--- src/rtl/delay_stream_serializer_if.sv ---
// Word-in / bit-out bundle between the delay bank, the serializer and downstream logic.
// master drives words and serial ready; slave is the serializer side.
interface delay_stream_serializer_if #(
    parameter int WIDTH = 8,
    parameter int DEPTH = 4
);
    logic [WIDTH-1:0]         data_in;
    logic                     dvalid;
    logic                     ser_ready;
    logic                     ser_out;
    logic                     ser_valid;
    logic                     ser_last;
    logic                     full;
    logic [$clog2(DEPTH):0]   level;
    logic                     overflow;

    modport master (
        output data_in, dvalid, ser_ready,
        input  ser_out, ser_valid, ser_last, full, level, overflow
    );

    modport slave (
        input  data_in, dvalid, ser_ready,
        output ser_out, ser_valid, ser_last, full, level, overflow
    );
endinterface

--- src/rtl/delay_stream_serializer.sv ---
// Buffers delay-bank words in a small FIFO and shifts each out LSB-first with valid/ready.
// state | meaning: IDLE | no word in the shifter; SHIFT | word in the shifter, bits offered
module delay_stream_serializer #(
    parameter int WIDTH = 8,
    parameter int DEPTH = 4
) (
    input  logic                       clk,
    input  logic                       reset,
    delay_stream_serializer_if.slave   s
);
    localparam int PW = $clog2(DEPTH);
    localparam int LW = $clog2(DEPTH) + 1;
    localparam int CW = $clog2(WIDTH);
    localparam logic [CW-1:0] LAST_BIT = CW'(WIDTH - 1);

    typedef enum logic {IDLE = 1'b0, SHIFT = 1'b1} state_t;

    state_t             state_q, state_d;
    logic [WIDTH-1:0]   mem_q [DEPTH];
    logic [WIDTH-1:0]   mem_d [DEPTH];
    logic [PW-1:0]      wr_ptr_q, wr_ptr_d;
    logic [PW-1:0]      rd_ptr_q, rd_ptr_d;
    logic [LW-1:0]      level_q, level_d;
    logic               full_q, full_d;
    logic               ovf_q, ovf_d;
    logic [WIDTH-1:0]   shift_q, shift_d;
    logic [CW-1:0]      bit_cnt_q, bit_cnt_d;
    logic               push, pop;

    always_comb begin
        state_d   = state_q;
        mem_d     = mem_q;
        wr_ptr_d  = wr_ptr_q;
        rd_ptr_d  = rd_ptr_q;
        level_d   = level_q;
        ovf_d     = ovf_q;
        shift_d   = shift_q;
        bit_cnt_d = bit_cnt_q;
        pop       = 1'b0;
        // Pushes are gated by the registered FULL, so a pop cannot rescue a word arriving when full.
        push      = s.dvalid && !full_q;

        case (state_q)
            IDLE: begin
                if (level_q != '0) begin
                    shift_d   = mem_q[rd_ptr_q];
                    pop       = 1'b1;
                    bit_cnt_d = '0;
                    state_d   = SHIFT;
                end
            end
            SHIFT: begin
                if (s.ser_ready) begin
                    if (bit_cnt_q != LAST_BIT) begin
                        shift_d   = shift_q >> 1;
                        bit_cnt_d = bit_cnt_q + CW'(1);
                    end else if (level_q != '0) begin
                        shift_d   = mem_q[rd_ptr_q];
                        pop       = 1'b1;
                        bit_cnt_d = '0;
                    end else begin
                        state_d   = IDLE;
                    end
                end
            end
            default: state_d = IDLE;
        endcase

        if (push) begin
            mem_d[wr_ptr_q] = s.data_in;
            wr_ptr_d        = wr_ptr_q + PW'(1);
        end
        if (pop) begin
            rd_ptr_d = rd_ptr_q + PW'(1);
        end
        case ({push, pop})
            2'b10:   level_d = level_q + LW'(1);
            2'b01:   level_d = level_q - LW'(1);
            default: level_d = level_q;
        endcase
        full_d = (level_d == LW'(DEPTH));
        if (s.dvalid && full_q) begin
            ovf_d = 1'b1;
        end
    end

    always_ff @(posedge clk) begin
        if (reset) begin
            state_q   <= IDLE;
            for (int i = 0; i < DEPTH; i++) mem_q[i] <= '0;
            wr_ptr_q  <= '0;
            rd_ptr_q  <= '0;
            level_q   <= '0;
            full_q    <= 1'b0;
            ovf_q     <= 1'b0;
            shift_q   <= '0;
            bit_cnt_q <= '0;
        end else begin
            state_q   <= state_d;
            mem_q     <= mem_d;
            wr_ptr_q  <= wr_ptr_d;
            rd_ptr_q  <= rd_ptr_d;
            level_q   <= level_d;
            full_q    <= full_d;
            ovf_q     <= ovf_d;
            shift_q   <= shift_d;
            bit_cnt_q <= bit_cnt_d;
        end
    end

    // Outputs decode registers only; no input reaches them in the same cycle.
    assign s.ser_out   = shift_q[0];
    assign s.ser_valid = (state_q == SHIFT);
    assign s.ser_last  = (state_q == SHIFT) && (bit_cnt_q == LAST_BIT);
    assign s.full      = full_q;
    assign s.level     = level_q;
    assign s.overflow  = ovf_q;
endmodule

--- src/flat_wrapper.sv ---
// flat-port wrapper written by rule: the top's interface ports become plain ports
module delay_stream_serializer_flat 
#(
    parameter int WIDTH = 8,
    parameter int DEPTH = 4
)
  (clk, reset, s_data_in, s_dvalid, s_ser_ready, s_ser_out, s_ser_valid, s_ser_last, s_full, s_level, s_overflow);
  delay_stream_serializer_if #(.WIDTH(WIDTH), .DEPTH(DEPTH)) s_i ();
  input  logic clk;
  input  logic reset;
  input wire logic [$bits(s_i.data_in)-1:0] s_data_in;
  input wire logic [$bits(s_i.dvalid)-1:0] s_dvalid;
  input wire logic [$bits(s_i.ser_ready)-1:0] s_ser_ready;
  output wire logic [$bits(s_i.ser_out)-1:0] s_ser_out;
  output wire logic [$bits(s_i.ser_valid)-1:0] s_ser_valid;
  output wire logic [$bits(s_i.ser_last)-1:0] s_ser_last;
  output wire logic [$bits(s_i.full)-1:0] s_full;
  output wire logic [$bits(s_i.level)-1:0] s_level;
  output wire logic [$bits(s_i.overflow)-1:0] s_overflow;
  assign s_i.data_in = s_data_in;
  assign s_i.dvalid = s_dvalid;
  assign s_i.ser_ready = s_ser_ready;
  assign s_ser_out = s_i.ser_out;
  assign s_ser_valid = s_i.ser_valid;
  assign s_ser_last = s_i.ser_last;
  assign s_full = s_i.full;
  assign s_level = s_i.level;
  assign s_overflow = s_i.overflow;
  delay_stream_serializer #(.WIDTH(WIDTH), .DEPTH(DEPTH)) u_core (.clk(clk), .reset(reset), .s(s_i));
endmodule
--- config.mk ---
export PLATFORM = sky130hd
export DESIGN_NAME = delay_stream_serializer_flat
export DESIGN_NICKNAME = d
export VERILOG_FILES = /design/src/rtl/delay_stream_serializer_if.sv /design/src/rtl/delay_stream_serializer.sv /design/src/flat_wrapper.sv
export SDC_FILE = /design/constraint.sdc
export NUM_CORES = 1
export LEC_CHECK = 0
export CAP_MARGIN = 10
export CORE_MARGIN = 2
export CORE_UTILIZATION = 50
export DETAILED_ROUTE_END_ITERATION = 7
export GPL_TIMING_DRIVEN = 0
export PLACE_DENSITY = 0.7
export SLEW_MARGIN = 20
export SYNTH_ARGS = -nofsm -noshare
export SYNTH_HDL_FRONTEND = slang
export SYNTH_SLANG_ARGS = --single-unit
--- constraint.sdc ---
create_clock -name clk -period 2.8 [get_ports clk]
set_input_delay 0.28 -clock clk [delete_from_list [all_inputs] [get_ports clk]]
set_output_delay 0.28 -clock clk [all_outputs]
set_load 0.1 [all_outputs]
Word-level counts from Yosys, hierarchy flattened. Cells that the tools add are included. W data, S select, Z words.

Register bits after elaboration: 53. Word-level logic and storage cells: 57.

$add $sub $neg: 5. $lt $le $gt $ge: 3. Equal/unequal tests: 6. Muxes and demuxes: 22. Bitwise operators: 3. Reductions and logical operators: 6.

Operators with widths (count): $mux W8 (6); $bwmux W32 (1); $bmux W8 S2 (1); $demux W8 S2 (1); $pmux W8 S2 (1); $pmux W3 S2 (2); $mux W3 (3); $add A3 B1 Y3 const B (2); $eq A3 B3 Y1 const B (2); $ge A3 B3 Y1 const B (2); $not A2 Y3 (2); $mux W1 (5); $add A2 B1 Y2 const B (2); $logic_and A1 B1 Y1 (4); $pmux W1 S2 (2); $lt A3 B1 Y1 const B (1); $ne A3 B3 Y1 const B (1); $reduce_bool A3 Y1 (1); $sub A3 B1 Y3 const B (1); $eq A2 B1 Y1 const B (1); $eq A2 B2 Y1 const B (1); $ne A2 B2 Y1 const B (1); $logic_not A1 Y1 (1); $not A1 Y1 (1).

Depth between registers and ports, before layout.
Word-level depth: 8. Mapped depth: 11.

Worst setup path before layout. OpenSTA, ideal clock, no wires.

Path type: register -> register. Start point: register u_core.full_q (netlist: u_core.s.full). End point: register u_core.full_q (netlist: u_core.s.full). Library setup time: 86 ps. Data arrival time: 2731 ps. Required time: 2714 ps. Path slack: -17 ps. Stages on the path, launching flop included: 11. Buffers on the path: 2. Path through: dfxtp_1 nor2b_1 buf_2 buf_2 inv_1 ha_1 inv_1 fa_1 xor2_1 or3_1 a211oi_1.

Word-level cells in the longest chain between the ends: 5. Elaborated cells between the ends (all ways): 6. Classes of those cells: 3 x eq/ne; 1 x mux; 2 x reduce/logical.

RTL lines: start, declared (RTL line delay_stream_serializer.sv:24) `logic full_q, full_d;`; start signal, assigned (RTL line delay_stream_serializer.sv:104) `full_q <= full_d;`; $logic_not A1 Y1 (*) (RTL line delay_stream_serializer.sv:41) `push = s.dvalid && !full_q;`; $logic_and A1 B1 Y1 (*) (RTL line delay_stream_serializer.sv:41); $eq A2 B1 Y1 or $eq A2 B2 Y1 (tied branches) (RTL line delay_stream_serializer.sv:76) `case ({push, pop})`; $pmux W3 S2 (*) (RTL line delay_stream_serializer.sv:76); $eq A3 B3 Y1 (*) (RTL line delay_stream_serializer.sv:81) `full_d = (level_d == LW'(DEPTH));`.

Mark *: on every way between the ends. The rest lies on a longest branch, timed or not. A chain may end at the register's enable or synchronous reset.

Final worst setup path.
Start point: register u_core.bit_cnt_q[1]. End point: register u_core.full_q (netlist: u_core.s.full).

Word-level cells in the longest chain between the ends: 7. Elaborated cells between the ends (all ways): 8. Classes of those cells: 4 x eq/ne; 4 x mux.

RTL lines: start, declared (RTL line delay_stream_serializer.sv:27) `logic [CW-1:0] bit_cnt_q, bit_cnt_d;`; start signal, assigned (RTL line delay_stream_serializer.sv:107) `bit_cnt_q <= bit_cnt_d;`; $ne A3 B3 Y1 (*) (RTL line delay_stream_serializer.sv:54) `if (bit_cnt_q != LAST_BIT) begin`; $mux W1 (*) (RTL line delay_stream_serializer.sv:54); $mux W1 (*) (RTL line delay_stream_serializer.sv:53) `if (s.ser_ready) begin`; $pmux W1 S2 (*) (RTL line delay_stream_serializer.sv:43) `case (state_q)`; $eq A2 B1 Y1 or $eq A2 B2 Y1 (tied branches) (RTL line delay_stream_serializer.sv:76); $pmux W3 S2 (*) (RTL line delay_stream_serializer.sv:76); $eq A3 B3 Y1 (*) (RTL line delay_stream_serializer.sv:81).

Marks and branches as above.

==> impl_metrics.toml <==
[synthesis]
synthArstFlopShare = 0
synthCells = 277
syn-num-nets = 297
synthFlopType = "dfxtp_1"
yosys.area.top_type = "dfxtp_1"
synth-seq-area-share = 0.415
yosys_warnings = 0
yosys.area.top_type_share = 0.415
synth_cell_type_count = 39
synth_edf_count = 0
ys_seq_elements = 53
syn_area_um2 = 2550
syn_area_per_cell_um2 = 9.22
synthTopCellsByArea = "dfxtp_1 42%, a21oi_1 7.3%, nand3_1 6.3%, mux4_2 6.2%, nand2_1 4.7%"

[pwr]
leakage_nw = 1.01
p_int_mw = 1.69
p_comb_frac = 0.469
power_density_nw_per_um2 = 982
seqPwrFrac = 0.344
p_sw_mw = 1.20
pwr-share-clk = 0.187
netSwitchingFraction = 0.414
ir_drop_uv = 528
total_power_mw = 2.89

[global_route]
grtUsageTotal = 0.236
antenna_found_initial = 0
grt_max_degree = 16
grt_pass1_vias = 2098
grt_pass1_wl_mm = 9.98
grt_overflow = 0

[place]
port_buffers = 17
dpl_worst_slack_ns = 0.0392
gp_congestion = 0.825
dp_hpwl_mm = 3.91
dpl_cell_area_um2 = 2810

[cells_and_area]
regArea_um2 = 1060
layout_commonest_cell = "dfxtp_1"
area_growth_pct = 15.2
final_area_um2 = 2940
multi_input_area_um2 = 1340
drive_gt1_frac = 0.172
diodes = 0
fillers = 506
final_nets = 321
layout_common_cells = "51 x dfxtp_1, 37 x a21oi_1, 32 x nand3_1, 32 x nand2_1, 17 x clkdlybuf4s50_1"

[timing]
clock_skew_ns = 0.00523
period_share = 0.928
slew-limit-headroom = 0.352
worstMarginPinSlew_ns = 0.969
rsz0062_at_grt = "no"
period_minus_slack_ns = 2.60
drv_slew = 0
setup_ws_ns = 0.202
hold_violations = 0
timing.fmax_ghz = 0.385
setup_viol = 0
timing.setup.tns_ns = 0

[cts]
worstSkewPairLatency_ns = 0.31
root_buffer = "clkbuf_8"
clkSinkCount = 53
tritoncts = "yes"
htree_levels = 2
clkSlewWorstSetupHoldPaths_ns = 0.09
cts_buffers = 5
clk_path_buf_depth = 2
post-cts-setup-buffers = 0
hold_buffers = 0

[status]
status = "complete, no violations"

[routing]
routed-via-count = 2087
ant_nets = 0
wl_mm = 5.82
avgRoutedWirePerCell_um = 15.6
drt_iter0_drc = 124
firstDrtPassIters = 4
avgViaCountPerCell = 5.61
drc = 0

[critical_path]
cp-end-kind = "register"
startpoint_type = "register"
crit_top_cell = "ha_1"
slowest_stage = "fa_1"
rrSetupSlack_ns = 0.20
arrival_ns = 2.81
path_cells = "ha_1 -> ha_4 -> a21boi_2 -> buf_2 -> nor2_1 -> ha_1 -> inv_1 -> fa_1 -> xor2_1 -> or3_1 -> a211oi_1"
critPathMaxStageDelay_ns = 0.37
required_ns = 3.02
crit_fanout = 10
crit_type = "reg2reg"

[worst_hold_path]
hold_path.class = "in2reg"

[floorplanning]
row_count = 26
dieArea_um2 = 5690
pin_count = 20
start_util = 0.510
die_h_um = 75.5
die_w_um = 75.5
core_area_um2 = 5010

[job]
maxCapViolCount = 0
## kinds of logic after synthesis
logic type / share of synthesized area
and+or+nand+nor: 0.224
muxes: 0.0759
adders and majority gates: 0.0421
xor gates and xnor gates: 0.0103
DFF: 0.415
buffers and inverters: 0.0642
AOI/OAI and AO/OA: 0.168
## metal layers
| metal | vias up | track usage | share of wire |
|---|---|---|---|
| met2 | 75 | 0.392 | 0.50 |
| met5 | - | 0 | 0 |
| met1 | 965 | 0.293 | 0.42 |
| met3 | 10 | 0.0516 | 0.066 |
| li1 | 1037 | - | - |
| met4 | 0 | 0.109 | 0.016 |
## Yosys cell counts, types with 8 or more instances
library cell and n:
a21oi_1 37, buf_2 9, clkbuf_1 9, dfxtp_1 53, inv_1 9, nand2_1 32
nand3_1 32, nor2_1 8, nor3_1 12, o21ai_0 8
## through the flow
stage / hold slack, ns / util / instances
2_1_floorplan: 0.427 / - / 277
3_3_place_gp: 0.438 / 0.562 / 364
3_5_place_dp: 0.446 / 0.562 / 364
4_1_cts: 0.252 / 0.585 / 372
5_1_grt: 0.322 / 0.587 / 372
6_report: 0.266 / 0.587 / 372
## worst paths after layout
check	from	endpoint	cells after the start
max	u_core.bit_cnt_q[1]	u_core.s.full	11
min	s_dvalid	u_core.s.overflow	3
max reg2reg	u_core.bit_cnt_q[1]	u_core.s.full	11
min reg2reg	u_core.mem_q[24]	u_core.mem_q[24]	2
## sequential cells by signal (all words and copies together) (netlist names)
| signal | count |
|---|---|
| u_core.s.full | 1 |
| u_core.bit_cnt_q | 3 |
| u_core.wr_ptr_q | 2 |
| u_core.rd_ptr_q | 2 |
| u_core.s.overflow | 1 |
| u_core.s.ser_valid | 1 |
| u_core.shift_q | 8 |
| u_core.mem_q | 32 |
| u_core.s.level | 3 |
## critical path, delay by kind of cell, from the launching register on
family | cells | cell delay [ns]
buffers and inverters | 2 | 0.27
flip-flops | 1 | 0.35
AO/OA/AOI/OAI | 2 | 0.35
adder cells (fa/ha/maj) | 4 | 0.93
XOR/XNOR | 1 | 0.16
AND/OR/NAND/NOR | 2 | 0.45
## power by group through the flow
stage | Clock [mW] | Sequential [mW] | Combinational [mW]
global placement | 0 | 1.01 | 1.34
CTS | 0.557 | 0.996 | 1.36
finish | 0.539 | 0.995 | 1.35
global route | 0.582 | 1.02 | 1.49
detailed placement | 0 | 1.01 | 1.36
floorplan | 0 | 1.24 | 0.840
## area by class of cell
cell class	count	area share
multi-input cells	191	0.456
inverters	10	0.0136
clock inverters	1	0.0102
well taps	70	0.0298
flip-flops and latches	53	0.361
clock buffers	7	0.0293
plain buffers	23	0.0421
repair buffers	17	0.0578
## timing repair
item | CTS | global route
resized for setup | 0 | 2
setup endpoints to repair | 0 | 2
hold endpoints to repair | 0 | 0
Power figures use the tool's default switching activity.
